--- config.mk ---
export PLATFORM = sky130hd
export DESIGN_NAME = ram_bank_arbiter_flat
export DESIGN_NICKNAME = d
export VERILOG_FILES = /design/src/rtl/ram_bank_pkg.sv /design/src/rtl/ram_bank_arbiter_if.sv /design/src/rtl/rr_arbiter.sv /design/src/rtl/ram_bank_arbiter.sv /design/src/flat_wrapper.sv
export SDC_FILE = /design/constraint.sdc
export NUM_CORES = 1
export LEC_CHECK = 0
export ABC_AREA = 1
export CAP_MARGIN = 20
export CORE_MARGIN = 2
export CORE_UTILIZATION = 20
export DETAILED_ROUTE_END_ITERATION = 16
export GPL_ROUTABILITY_DRIVEN = 0
export PLACE_DENSITY = 0.87
export SLEW_MARGIN = 20
export SYNTH_ARGS = -nofsm -noshare
export SYNTH_HDL_FRONTEND = slang
export SYNTH_SLANG_ARGS = --single-unit
--- constraint.sdc ---
create_clock -name clk -period 1.2 [get_ports clk]
set_input_delay 0.18 -clock clk [delete_from_list [all_inputs] [get_ports clk]]
set_output_delay 0.18 -clock clk [all_outputs]
set_load 0.03 [all_outputs]
--- src/rtl/ram_bank_pkg.sv ---
// Shared ram_bank geometry plus the round-robin helpers used by the arbiter slice.
// Requester vectors are padded to MAX_REQ so the helpers stay parameter-free.
package ram_bank_pkg;
    localparam int ADDR_BIT   = 3;
    localparam int DATA_BIT   = 16;
    localparam int MEM_HEIGHT = 8;
    localparam int MAX_REQ    = 8;

    // First set bit of req at or above ptr, wrapping modulo n (n <= MAX_REQ).
    function automatic logic [MAX_REQ-1:0] rr_pick(input logic [MAX_REQ-1:0] req,
                                                   input int ptr, input int n);
        logic [MAX_REQ-1:0] g;
        logic               found;
        int                 idx;
        logic [2:0]         idx3;
        g     = '0;
        found = 1'b0;
        for (int k = 0; k < MAX_REQ; k++) begin
            if (k < n) begin
                idx = ptr + k;
                if (idx >= n) idx = idx - n;
                idx3 = idx[2:0];
                if (!found && req[idx3]) begin
                    g[idx3] = 1'b1;
                    found   = 1'b1;
                end
            end
        end
        return g;
    endfunction

    function automatic int oh2idx(input logic [MAX_REQ-1:0] oh);
        int r;
        r = 0;
        for (int k = 0; k < MAX_REQ; k++)
            if (oh[k]) r = k;
        return r;
    endfunction
endpackage

--- src/rtl/ram_bank_arbiter_if.sv ---
// Requester handshakes and ram_bank pins of the shared bank arbiter.
// master = requesters plus the RAM, slave = the arbiter.
interface ram_bank_arbiter_if #(
    parameter int NUM_REQ  = 2,
    parameter int ADDR_BIT = ram_bank_pkg::ADDR_BIT,
    parameter int DATA_BIT = ram_bank_pkg::DATA_BIT
);
    logic [NUM_REQ-1:0]               wr_valid;
    logic [NUM_REQ-1:0]               wr_ready;
    logic [NUM_REQ-1:0][ADDR_BIT-1:0] wr_addr;
    logic [NUM_REQ-1:0][DATA_BIT-1:0] wr_data;
    logic [NUM_REQ-1:0]               rd_valid;
    logic [NUM_REQ-1:0]               rd_ready;
    logic [NUM_REQ-1:0][ADDR_BIT-1:0] rd_addr;
    logic [NUM_REQ-1:0]               rsp_valid;
    logic [DATA_BIT-1:0]              rsp_data;
    logic                             ram_en;
    logic                             ram_we;
    logic                             ram_re;
    logic [ADDR_BIT-1:0]              ram_addr_w;
    logic [DATA_BIT-1:0]              ram_d_w;
    logic [ADDR_BIT-1:0]              ram_addr_r;
    logic [DATA_BIT-1:0]              ram_d_r;

    modport master (
        output wr_valid, wr_addr, wr_data, rd_valid, rd_addr, ram_d_r,
        input  wr_ready, rd_ready, rsp_valid, rsp_data,
        input  ram_en, ram_we, ram_re, ram_addr_w, ram_d_w, ram_addr_r
    );

    modport slave (
        input  wr_valid, wr_addr, wr_data, rd_valid, rd_addr, ram_d_r,
        output wr_ready, rd_ready, rsp_valid, rsp_data,
        output ram_en, ram_we, ram_re, ram_addr_w, ram_d_w, ram_addr_r
    );
endinterface

--- src/rtl/rr_arbiter.sv ---
// Round-robin arbiter: combinational grant from req and pointer, pointer moves past
// the winner. en gates both the grant and the pointer update.
module rr_arbiter #(
    parameter int NUM_REQ = 2,
    parameter int PTR_BIT = 1
) (
    input  logic               clk,
    input  logic               rst,
    input  logic [NUM_REQ-1:0] req,
    input  logic               en,
    output logic [NUM_REQ-1:0] gnt,
    output logic [PTR_BIT-1:0] ptr
);
    import ram_bank_pkg::MAX_REQ;
    import ram_bank_pkg::rr_pick;
    import ram_bank_pkg::oh2idx;

    logic [PTR_BIT-1:0] ptr_q, ptr_d;
    logic [MAX_REQ-1:0] req_x, gnt_x;
    int                 nxt;

    always_comb begin
        req_x              = '0;
        req_x[NUM_REQ-1:0] = req;
        // Held low through reset so nothing issues to the RAM while rst is high.
        gnt_x = (en && !rst) ? rr_pick(req_x, int'(ptr_q), NUM_REQ) : '0;
        gnt   = gnt_x[NUM_REQ-1:0];
    end

    always_comb begin
        ptr_d = ptr_q;
        nxt   = oh2idx(gnt_x) + 1;
        if (nxt >= NUM_REQ) nxt = 0;
        if (|gnt_x) ptr_d = PTR_BIT'(nxt);
    end

    always_ff @(posedge clk or posedge rst) begin
        if (rst) ptr_q <= '0;
        else     ptr_q <= ptr_d;
    end

    assign ptr = ptr_q;
endmodule

--- src/rtl/ram_bank_arbiter.sv ---
// Shares one 2-port ram_bank between NUM_REQ requesters: independent write and read
// round-robin arbiters, same-address read hold-off, and 1-cycle response routing.
module ram_bank_arbiter #(
    parameter int NUM_REQ  = 2,
    parameter int ADDR_BIT = ram_bank_pkg::ADDR_BIT,
    parameter int DATA_BIT = ram_bank_pkg::DATA_BIT,
    parameter int PTR_BIT  = 1
) (
    input  logic               clk,
    input  logic               rst,
    ram_bank_arbiter_if.slave  bus
);
    import ram_bank_pkg::MAX_REQ;
    import ram_bank_pkg::rr_pick;
    import ram_bank_pkg::oh2idx;

    logic [NUM_REQ-1:0]  wr_gnt, rd_gnt, rsp_valid;
    logic [PTR_BIT-1:0]  wr_ptr, rd_ptr;
    logic [MAX_REQ-1:0]  rd_req_x, rd_cand_x, rd_gnt_x;
    logic [ADDR_BIT-1:0] addr_w, addr_r, rd_cand_addr;
    logic [DATA_BIT-1:0] d_w;
    logic                hazard;
    logic                rsp_vld_q;
    logic [PTR_BIT-1:0]  rsp_tag_q;

    rr_arbiter #(.NUM_REQ(NUM_REQ), .PTR_BIT(PTR_BIT)) u_wr_arb (
        .clk(clk), .rst(rst), .req(bus.wr_valid), .en(1'b1), .gnt(wr_gnt), .ptr(wr_ptr)
    );

    rr_arbiter #(.NUM_REQ(NUM_REQ), .PTR_BIT(PTR_BIT)) u_rd_arb (
        .clk(clk), .rst(rst), .req(bus.rd_valid), .en(!hazard), .gnt(rd_gnt), .ptr(rd_ptr)
    );

    // The read that would win this cycle, found ahead of the grant so a clash with
    // the write address can suppress it; the write lands first, the read follows.
    always_comb begin
        rd_req_x              = '0;
        rd_req_x[NUM_REQ-1:0] = bus.rd_valid;
        rd_cand_x             = rr_pick(rd_req_x, int'(rd_ptr), NUM_REQ);
        rd_cand_addr          = '0;
        for (int i = 0; i < NUM_REQ; i++)
            if (rd_cand_x[i]) rd_cand_addr = rd_cand_addr | bus.rd_addr[i];
        hazard = (|wr_gnt) && (|rd_cand_x) && (rd_cand_addr == addr_w);
    end

    always_comb begin
        addr_w = '0;
        d_w    = '0;
        addr_r = '0;
        for (int i = 0; i < NUM_REQ; i++) begin
            if (wr_gnt[i]) begin
                addr_w = addr_w | bus.wr_addr[i];
                d_w    = d_w    | bus.wr_data[i];
            end
            if (rd_gnt[i]) addr_r = addr_r | bus.rd_addr[i];
        end
    end

    always_comb begin
        rd_gnt_x              = '0;
        rd_gnt_x[NUM_REQ-1:0] = rd_gnt;
    end

    always_ff @(posedge clk or posedge rst) begin
        if (rst) begin
            rsp_vld_q <= 1'b0;
            rsp_tag_q <= '0;
        end else begin
            rsp_vld_q <= |rd_gnt;
            rsp_tag_q <= PTR_BIT'(oh2idx(rd_gnt_x));
        end
    end

    always_comb begin
        rsp_valid = '0;
        for (int i = 0; i < NUM_REQ; i++)
            rsp_valid[i] = rsp_vld_q && (int'(rsp_tag_q) == i);
    end

    assign bus.wr_ready   = wr_gnt;
    assign bus.rd_ready   = rd_gnt;
    assign bus.ram_we     = |wr_gnt;
    assign bus.ram_re     = |rd_gnt;
    assign bus.ram_en     = (|wr_gnt) | (|rd_gnt);
    assign bus.ram_addr_w = addr_w;
    assign bus.ram_d_w    = d_w;
    assign bus.ram_addr_r = addr_r;
    assign bus.rsp_valid  = rsp_valid;
    assign bus.rsp_data   = bus.ram_d_r;

    a_wr_ptr_range: assert property (@(posedge clk) disable iff (rst) int'(wr_ptr) < NUM_REQ);
    a_rd_ptr_range: assert property (@(posedge clk) disable iff (rst) int'(rd_ptr) < NUM_REQ);
endmodule

--- src/flat_wrapper.sv ---
// flat-port wrapper written by rule: the top's interface ports become plain ports
module ram_bank_arbiter_flat import ram_bank_pkg::MAX_REQ; import ram_bank_pkg::rr_pick; import ram_bank_pkg::oh2idx;
#(
    parameter int NUM_REQ  = 2,
    parameter int ADDR_BIT = ram_bank_pkg::ADDR_BIT,
    parameter int DATA_BIT = ram_bank_pkg::DATA_BIT,
    parameter int PTR_BIT  = 1
)
  (clk, rst, bus_wr_valid, bus_wr_addr, bus_wr_data, bus_rd_valid, bus_rd_addr, bus_ram_d_r, bus_wr_ready, bus_rd_ready, bus_rsp_valid, bus_rsp_data, bus_ram_en, bus_ram_we, bus_ram_re, bus_ram_addr_w, bus_ram_d_w, bus_ram_addr_r);
  ram_bank_arbiter_if #(.NUM_REQ(NUM_REQ), .ADDR_BIT(ADDR_BIT), .DATA_BIT(DATA_BIT)) bus_i ();
  input  logic clk;
  input  logic rst;
  input wire logic [$bits(bus_i.wr_valid)-1:0] bus_wr_valid;
  input wire logic [$bits(bus_i.wr_addr)-1:0] bus_wr_addr;
  input wire logic [$bits(bus_i.wr_data)-1:0] bus_wr_data;
  input wire logic [$bits(bus_i.rd_valid)-1:0] bus_rd_valid;
  input wire logic [$bits(bus_i.rd_addr)-1:0] bus_rd_addr;
  input wire logic [$bits(bus_i.ram_d_r)-1:0] bus_ram_d_r;
  output wire logic [$bits(bus_i.wr_ready)-1:0] bus_wr_ready;
  output wire logic [$bits(bus_i.rd_ready)-1:0] bus_rd_ready;
  output wire logic [$bits(bus_i.rsp_valid)-1:0] bus_rsp_valid;
  output wire logic [$bits(bus_i.rsp_data)-1:0] bus_rsp_data;
  output wire logic [$bits(bus_i.ram_en)-1:0] bus_ram_en;
  output wire logic [$bits(bus_i.ram_we)-1:0] bus_ram_we;
  output wire logic [$bits(bus_i.ram_re)-1:0] bus_ram_re;
  output wire logic [$bits(bus_i.ram_addr_w)-1:0] bus_ram_addr_w;
  output wire logic [$bits(bus_i.ram_d_w)-1:0] bus_ram_d_w;
  output wire logic [$bits(bus_i.ram_addr_r)-1:0] bus_ram_addr_r;
  assign bus_i.wr_valid = bus_wr_valid;
  assign bus_i.wr_addr = bus_wr_addr;
  assign bus_i.wr_data = bus_wr_data;
  assign bus_i.rd_valid = bus_rd_valid;
  assign bus_i.rd_addr = bus_rd_addr;
  assign bus_i.ram_d_r = bus_ram_d_r;
  assign bus_wr_ready = bus_i.wr_ready;
  assign bus_rd_ready = bus_i.rd_ready;
  assign bus_rsp_valid = bus_i.rsp_valid;
  assign bus_rsp_data = bus_i.rsp_data;
  assign bus_ram_en = bus_i.ram_en;
  assign bus_ram_we = bus_i.ram_we;
  assign bus_ram_re = bus_i.ram_re;
  assign bus_ram_addr_w = bus_i.ram_addr_w;
  assign bus_ram_d_w = bus_i.ram_d_w;
  assign bus_ram_addr_r = bus_i.ram_addr_r;
  ram_bank_arbiter #(.NUM_REQ(NUM_REQ), .ADDR_BIT(ADDR_BIT), .DATA_BIT(DATA_BIT), .PTR_BIT(PTR_BIT)) u_core (.clk(clk), .rst(rst), .bus(bus_i));
endmodule
==> impl_metrics.env <==
export IMPL_grt_overflow=0
export IMPL_r2r_cells=10
export IMPL_rsz0062_at_grt="yes"
export IMPL_fin_worst_skew_ns=0.00278
export IMPL_design_die_area_mm2=0.00405
export IMPL_layout_common_cells="clkdlybuf4s50_1 (44), buf_6 (31), buf_4 (23)"
export IMPL_place_ws_ns=-0.824
export IMPL_detail_route_antenna_nets=0
export IMPL_worst_slew_pin_slew_ns=0.327
export IMPL_wl_per_cell_um=15.7
export IMPL_synth_area_per_cell_um2=6.70
export IMPL_arrival_ns=1.75
export IMPL_grt_pass1_wl_um=5750
export IMPL_die_y_um=63.6
export IMPL_fin_ws_ns=-0.731
export IMPL_switching_share=0.423
export IMPL_final_common_cell="clkdlybuf4s50_1"
export IMPL_finalCriticalPeriod_ns=1.93
export IMPL_synth_nets=172
export IMPL_yosysWarnings=0
export IMPL_core_mm2=0.00336
export IMPL_clkTransAtPathRegs_ns=0.04
export IMPL_path_max_fanout=5
export IMPL_diodes=0
export IMPL_dpl_hpwl_um=2460
export IMPL_dr_pass1_iters=4
export IMPL_clockBufferDepth=2
export IMPL_drv_cap=0
export IMPL_grt_pass1_vias=1187
export IMPL_port_buffers=80
export IMPL_ys_ff_latch=4
export IMPL_vias=1157
export IMPL_violations="negative setup slack"
export IMPL_worstPathRequired_ns=1.02
export IMPL_die_w_um=63.6
export IMPL_p_comb_frac=0.764
export IMPL_hold_viol_final=0
export IMPL_drcViolationCount=0
export IMPL_drt_iter0_drc=25
export IMPL_final_max_slew_viol_count=0
export IMPL_p_switching_mw=0.599
export IMPL_fmax_mhz=518
export IMPL_pin_count=113
export IMPL_clock_sinks=4
export IMPL_outcome="complete, but fails checks"
export IMPL_slew_headroom=0.782
export IMPL_ctsHoldBuffers=0
export IMPL_peakVddDrop_mv=0.358
export IMPL_critPathKind="reg -> out"
export IMPL_finalSetupViolCount=32
export IMPL_cts_htree_levels=1
export IMPL_start_util=0.211
export IMPL_grt_util_all_layers=0.180
export IMPL_cts_root_buf="clkbuf_4"
export IMPL_cp_end_kind="output port"
export IMPL_grt_max_degree=10
export IMPL_fin_crit_sh=1.61
export IMPL_hold_path_class="in -> async"
export IMPL_sequentialPowerShare=0.122
export IMPL_ys_types=20
export IMPL_cts_tree="yes"
export IMPL_viasPerCell=4.70
export IMPL_antenna_found_initial=0
export IMPL_setup_tns_ns=-16.10
export IMPL_clock_power_share=0.113
export IMPL_area_growth_pct=195
export IMPL_p_leak_nw=0.981
export IMPL_seq_area_frac_synth=0.141
export IMPL_nets=268
export IMPL_netlist_instances=106
export IMPL_clk_latency_ns=0.23
export IMPL_syn_area_um2=711
export IMPL_drive_gt1_frac=0.610
export IMPL_intPower_mw=0.818
export IMPL_numCtsBuffers=3
export IMPL_cp_start_kind="flip-flop"
export IMPL_routed_wl_um=3850
export IMPL_power_density_mw_per_mm2=676
export IMPL_num_rows=21
timing repair:
action                                  CTS  global route
endpoints found under the setup margin   32            32
buffers inserted                          5             6
resized for setup                        51            35
hold endpoints to repair                  0             0
pin swaps                                17            10
cloned                                    2             0
final cells by class:
| class | count | area (µm²) |
|---|---|---|
| clock buffer | 3 | 22.5 |
| fill | 264 | 1270 |
| inverter | 14 | 65.1 |
| multi-input combinational | 70 | 722 |
| sequential | 4 | 100 |
| tap | 46 | 57.6 |
| timing repair buffer | 109 | 1130 |
cell usage after synthesis:
master     n  area (µm²)
o21ai_1    1        5.00
nand4_2    1        12.5
a21oi_1    2        10.0
a22o_1    16         140
nor2_1     7        26.3
inv_4      1        6.26
nand2_2    5        31.3
nor2_4     1        11.3
nand3_2    4        40.0
nor2_2     1        6.26
nand2_1   17        63.8
buf_2      2        10.0
dfrtp_1    4         100
inv_1      9        33.8
inv_2      2        7.51
nand4_1    3        18.8
clkinv_1   2        7.51
nand3_1   10        50.1
buf_4     16         120
o21ai_0    2        10.0
flip-flops by register name (all words and copies together), names as in the netlist:
signal	flops
u_core.u_wr_arb.ptr	1
u_core.rsp_vld_q	1
u_core.u_rd_arb.ptr	1
u_core.rsp_tag_q	1
critical path: stages (launching register included):
cell	delay (ns)
dfrtp_1	0.40
nand2_2	0.13
nand4_1	0.19
nand2_4	0.11
nand2_2	0.05
nand2_2	0.08
nor2_4	0.04
nand2_4	0.10
nand2_8	0.10
o21ai_4	0.16
buf_6	0.15
metrics by stage:
stage               power (mW)  area [µm²]  instances  hold slack (ns)   util
floorplan                0.700         877        106          -0.0524      -
finish                    1.42        2100        246            0.210  0.624
global placement         0.994        1670        232            0.360  0.496
CTS                       1.31        1950        242            0.186  0.580
global route              1.50        2100        246            0.235  0.624
detailed placement        1.01        1670        232            0.360  0.496
logic make-up after synthesis:
kind of cell           count (synthesis)  share of synthesized area
and+or+nand+nor                       49                      0.366
buffers and inverters                 32                      0.261
AOI/OAI and AO/OA                     21                      0.232
DFF                                    4                      0.141
routing by layer:
| layer | vias up | wire length [µm] | track usage |
|---|---|---|---|
| met5 | - | 0 | 0 |
| met4 | 0 | 132 | 0.0788 |
| met3 | 13 | 243 | 0.0321 |
| met2 | 63 | 2240 | 0.361 |
| met1 | 539 | 1240 | 0.175 |
| li1 | 542 | - | - |
power by group through the flow:
stage | Sequential (mW) | Combinational (mW) | Clock (mW)
after global placement | 0.169 | 0.825 | 0
after detailed placement | 0.170 | 0.836 | 0
final | 0.173 | 1.08 | 0.161
after CTS | 0.171 | 0.978 | 0.166
after global routing | 0.179 | 1.14 | 0.180
after floorplan | 0.165 | 0.535 | 0
worst paths after layout:
check,startpoint,to,slack [ns]
worst min register to register,u_core.u_rd_arb.ptr,u_core.u_rd_arb.ptr,0.57
worst max register to register,u_core.u_wr_arb.ptr,u_core.u_rd_arb.ptr,-0.46
max in group asynchronous,rst,u_core.rsp_tag_q,0.84
worst min-delay path,rst,u_core.u_wr_arb.ptr,0.21
min in group clk,bus_ram_d_r[1],bus_rsp_data[1],0.36
worst max-delay path,u_core.u_wr_arb.ptr,bus_ram_en,-0.73
No activity file was read; power rests on OpenSTA's default activity.
==> variant 1, RTL diff (same settings) <==
Set the package constant `ADDR_BIT` to 6 (it was 3).
--- a/src/rtl/ram_bank_pkg.sv
+++ b/src/rtl/ram_bank_pkg.sv
@@ -1,7 +1,7 @@
 // Shared ram_bank geometry plus the round-robin helpers used by the arbiter slice.
 // Requester vectors are padded to MAX_REQ so the helpers stay parameter-free.
 package ram_bank_pkg;
-    localparam int ADDR_BIT   = 3;
+    localparam int ADDR_BIT   = 6;
     localparam int DATA_BIT   = 16;
     localparam int MEM_HEIGHT = 8;
     localparam int MAX_REQ    = 8;
Ports: changed (resized bus_ram_addr_r, bus_ram_addr_w, bus_rd_addr and bus_wr_addr); port bits go from 113 to 131. No check against the original RTL was run, so the function may have changed too.
==> variant 1 against the unedited design <==
The run still ends with setup timing left; die area increased by 27%; cell area up 28%; core utilization is 1.3 points lower; critical path type unchanged; largest power group unchanged; area after synthesis up 29%; sequential cell count unchanged; hold slack better by 0.00055 ns; worst setup slack worse by 0.19 ns; total power grew 35%; wire length up 20%; global-route usage is 2.6 points lower; final cell count up 31%; register-to-register slack got worse by 0.20 ns.
==> variant 1: results (changes against the unedited design) <==
Comb pwr share: 75.3% (-1.1 points)
Max VDD drop: 367 uV (+2.5%)
Worst Tran Pin Value: 0.199 ns (-0.128 ns)
largest net degree at the start of global routing: 19 (+9)
CP Data Arrival Time: 1.94 ns (+0.19 ns)
Syn Nets: 224 (+30%)
vias in the first global route: 1415 (+19%)
Fill cells: 367 (+39%)
setup violators final: 39 (+22%)
Fin Setup TNS: -23.29 ns (-7.19 ns)
worst setup margin: -0.924 ns (-0.193 ns)
Seq pwr share: 9.6% (-2.6 points)
Port Buffers: 98 (+23%)
M1 WL: 1.87 mm (+51%)
number of distinct library cells after synthesis: 26 (+30%)
post-synthesis area per instance: 6.29 um^2 (-6.2%)
Synth area leaders: a22o_1 (15%), nand2_1 (15%), buf_4 (13%)
placed cell count: 305 (+31%)
Layout Nets: 351 (+31%)
register area share after synthesis: 10.9% (-3.2 points)
met3 WL: 296 um (+22%)
worst reg-to-reg path cell count: 15 (+5)
vias per inst: 4.41 (-6.3%)
failing checks: setup timing
total track usage: 15.4% (-2.6 points)
run status: finished with violations
variant 1: kinds of logic after synthesis:
logic type                share of synthesized area, %
DFF                                               10.9
AOI/OAI and AO/OA                                 22.9
xor gates and xnor gates                         0.954
buffers and inverters                             27.5
and+or+nand+nor                                   37.7
variant 1: critical path: stages (launching register included):
cell and delay [ns]:
dfrtp_1 0.42, inv_2 0.08, nand2_4 0.14, nand3_4 0.10, nand2_4 0.09, inv_1 0.04, nand2_1 0.06, nand2_1 0.06
inv_1 0.05, nand2_1 0.05, nor2_2 0.11, nand2_2 0.06, buf_6 0.14, nand3_4 0.10, nand3_4 0.08, buf_6 0.14
variant 1: layout make-up:
cell class	count	share of cell area (%)
Sequential cell	4	3.79
Timing Repair inverter	1	0.608
Inverter	29	5.38
Multi-Input combinational cell	94	32.6
Timing Repair Buffer	140	53.6
Tap cell	52	2.43
Clock buffer	3	1.54
variant 1: how the worst max path moves through the flow:
stage / depth (start not counted) / end / from / slack, ns
3_3_place_gp: 12 / bus_ram_addr_r[0] / bus_wr_valid[1] / -1.27
5_1_grt: 14 / bus_ram_addr_r[2] / u_core.u_wr_arb.ptr / -1.04
2_1_floorplan: 12 / bus_ram_addr_r[1] / u_core.u_wr_arb.ptr / -0.61
3_5_place_dp: 12 / bus_ram_addr_r[0] / bus_wr_valid[1] / -1.31
4_1_cts: 14 / bus_ram_en / u_core.u_wr_arb.ptr / -0.90
6_report: 15 / bus_ram_en / u_core.u_wr_arb.ptr / -0.92
variant 1: timing repair:
| action | 4_1_cts | 5_1_grt |
|---|---|---|
| setup buffers | 4 | 12 |
| resized for setup | 147 | 51 |
| pin swaps | 9 | 34 |
| setup endpoints to repair | 39 | 39 |
| gates cloned | 0 | 4 |
==> variant 2, RTL diff (config.mk and constraints unchanged) <==
Without the edit above. Make the reset (`rst`) synchronous in 2 clocked blocks.
--- a/src/rtl/rr_arbiter.sv
+++ b/src/rtl/rr_arbiter.sv
@@ -34,7 +34,7 @@
         if (|gnt_x) ptr_d = PTR_BIT'(nxt);
     end
 
-    always_ff @(posedge clk or posedge rst) begin
+    always_ff @(posedge clk) begin
         if (rst) ptr_q <= '0;
         else     ptr_q <= ptr_d;
     end
--- a/src/rtl/ram_bank_arbiter.sv
+++ b/src/rtl/ram_bank_arbiter.sv
@@ -61,7 +61,7 @@
         rd_gnt_x[NUM_REQ-1:0] = rd_gnt;
     end
 
-    always_ff @(posedge clk or posedge rst) begin
+    always_ff @(posedge clk) begin
         if (rst) begin
             rsp_vld_q <= 1'b0;
             rsp_tag_q <= '0;
Check against the original RTL: differs if rst is asserted again (counterexample within 4 cycles, from zero or initial values and one cycle with rst high); with rst held inactive, the same outputs for 10 cycles.
==> variant 2 against the unedited design <==
The run still ends with setup timing left; final cell count fell by 1.2%; largest power group unchanged; area after synthesis rose by 0.70%; wire length fell by 16%; sequential cell count did not move; total power fell by 15%; hold slack got worse by 0.017 ns; worst setup slack improved by 0.16 ns; critical endpoint unchanged; clock skew fell by 0.0017 ns; cell area fell by 5.8%.
==> variant 2: results (changes against the unedited design) <==
Worst Hold Class: input port to register
dominant synthesized flop cell: dfxtp_1
Max VDD drop: 263 uV (-26%)
Slowest Stage Delay on Critical Path: 0.34 ns (-0.06 ns)
Slew HR: 80.2% (+2.0 points)
HPWL Detailed: 2.40 mm (-2.5%)
share of cells above drive strength 1: 56.9% (-4.1 points)
First-pass DRT Iterations: 4 (unchanged)
Syn Nets: 176 (+2.3%)
# diodes: 0 (unchanged)
Layout Nets: 265 (-1.1%)
Final Skew: 0.00112 ns (-0.00167 ns)
setup violators final: 31 (-3.1%)
Synth area leaders: a22o_1 (20%), buf_4 (17%), dfxtp_1 (11%)
clk root buf: clkbuf_4
Hold Crit Depth: 2
via count: 1079 (-6.7%)
initial antenna violation count: 0 (unchanged)
CTS max path bufs: 2 (unchanged)
Fill cells: 283 (+7.2%)
Post-synth top cells: a22o_1 (16), buf_4 (16), nand2_1 (16), inv_1 (10), nand3_1 (10)
vias in the first global route: 997 (-16%)
leakage: 0.921 nW (-6.1%)
total track usage: 13.5% (-4.4 points)
register area share after synthesis: 11.2% (-2.9 points)
Placed Area: 0.00167 mm^2 (+0.23%)
Yosys Warn Count: 0 (unchanged)
worst setup margin: -0.571 ns (+0.161 ns)
Skew-Pair Late Insertion Delay: 0.23 ns (about the same)
global-route wire length before repair: 4.52 mm (-21%)
worst reg-to-reg path cell count: 13 (+3)
CTS clk-pin slew, worst paths: 0.04 ns (about the same)
First DRT Iteration DRCs: 20 (-20%)
CP Data Arrival Time: 1.59 ns (-0.16 ns)
cell class contributing the biggest share of worst-path delay: simple AND/OR/NAND/NOR gates
Port Buffers: 80 (unchanged)
failing checks: setup timing
CTS H-tree depth: 1 (unchanged)
worst-path maximum fanout: 6 (+1)
CTS buffer count: 3 (unchanged)
slowest CP cell: dfxtp_2
run status: finished with violations
number of distinct library cells after synthesis: 19 (-5.0%)
largest net degree at the start of global routing: 18 (+8)
Post-synth ARST share: 0% (-100 points)
WL per Instance: 13.4 um (-15%)
[variant 2: cell count changes in the layout (fill, tap and decap cells not counted), sizes merged, moves of 2 or more]
| cell | delta |
|---|---|
| buf | -7 |
| dfxtp | +4 |
| nor2 | +2 |
| dfrtp | -4 |
[variant 2: path summary, 6_finish.rpt]
kind,start,end,slack [ns]
worst min-delay path,rst,u_core.u_wr_arb.ptr,0.19
worst max register to register,u_core.u_wr_arb.ptr,u_core.u_rd_arb.ptr,-0.40
worst max-delay path,u_core.u_rd_arb.ptr,bus_ram_en,-0.57
worst min register to register,u_core.u_wr_arb.ptr,u_core.u_wr_arb.ptr,0.52
[variant 2: final cells by class]
type	instances	share of cell area (%)
Multi-Input combinational cell	73	35.6
Timing Repair Buffer	102	52.7
Tap cell	46	2.92
Inverter	15	3.36
Clock buffer	3	1.14
Sequential cell	4	4.31
[variant 2: what timing repair did]
action                     CTS  global route
gates resized for setup     30            41
buffers inserted             2             6
setup endpoints to repair   32            32
pin swaps                   12            20
[variant 2: logic make-up after synthesis]
family / after synthesis / synth area share (%)
buffers and inverters: 33 / 26.1
DFF: 4 / 11.2
and+or+nand+nor: 52 / 38.1
AOI/OAI and AO/OA: 21 / 24.6
[variant 2: layer usage]
| metal | wire length, um | share of wire [%] | vias up | track usage [%] |
|---|---|---|---|---|
| met5 | 0 | 0 | - | 0 |
| met4 | 38 | 1.2 | 0 | 4.62 |
| met3 | 214 | 6.6 | 6 | 2.82 |
| met2 | 1780 | 55 | 44 | 24.7 |
| met1 | 1220 | 38 | 488 | 15.4 |
| li1 | - | - | 541 | - |
[variant 2: where the power goes]
part / leakage [nW] / switching (mW) / internal (mW)
combinational: 0.873 / 0.424 / 0.458
sequential: 0.0341 / 0.0103 / 0.146
clock: 0.0138 / 0.0514 / 0.112
[variant 2: through the flow]
stage	setup slack [ns]	total power [mW]	utilization (%)	TNS, ns	std cells
after floorplan	-0.310	0.637	-	-1.80	110
after global placement	-0.841	0.896	49.3	-18.55	234
after detailed placement	-0.890	0.904	49.3	-19.42	234
after CTS	-0.589	1.13	53.3	-11.10	239
after global routing	-0.660	1.26	58.3	-14.32	243
final	-0.571	1.20	58.3	-12.30	243
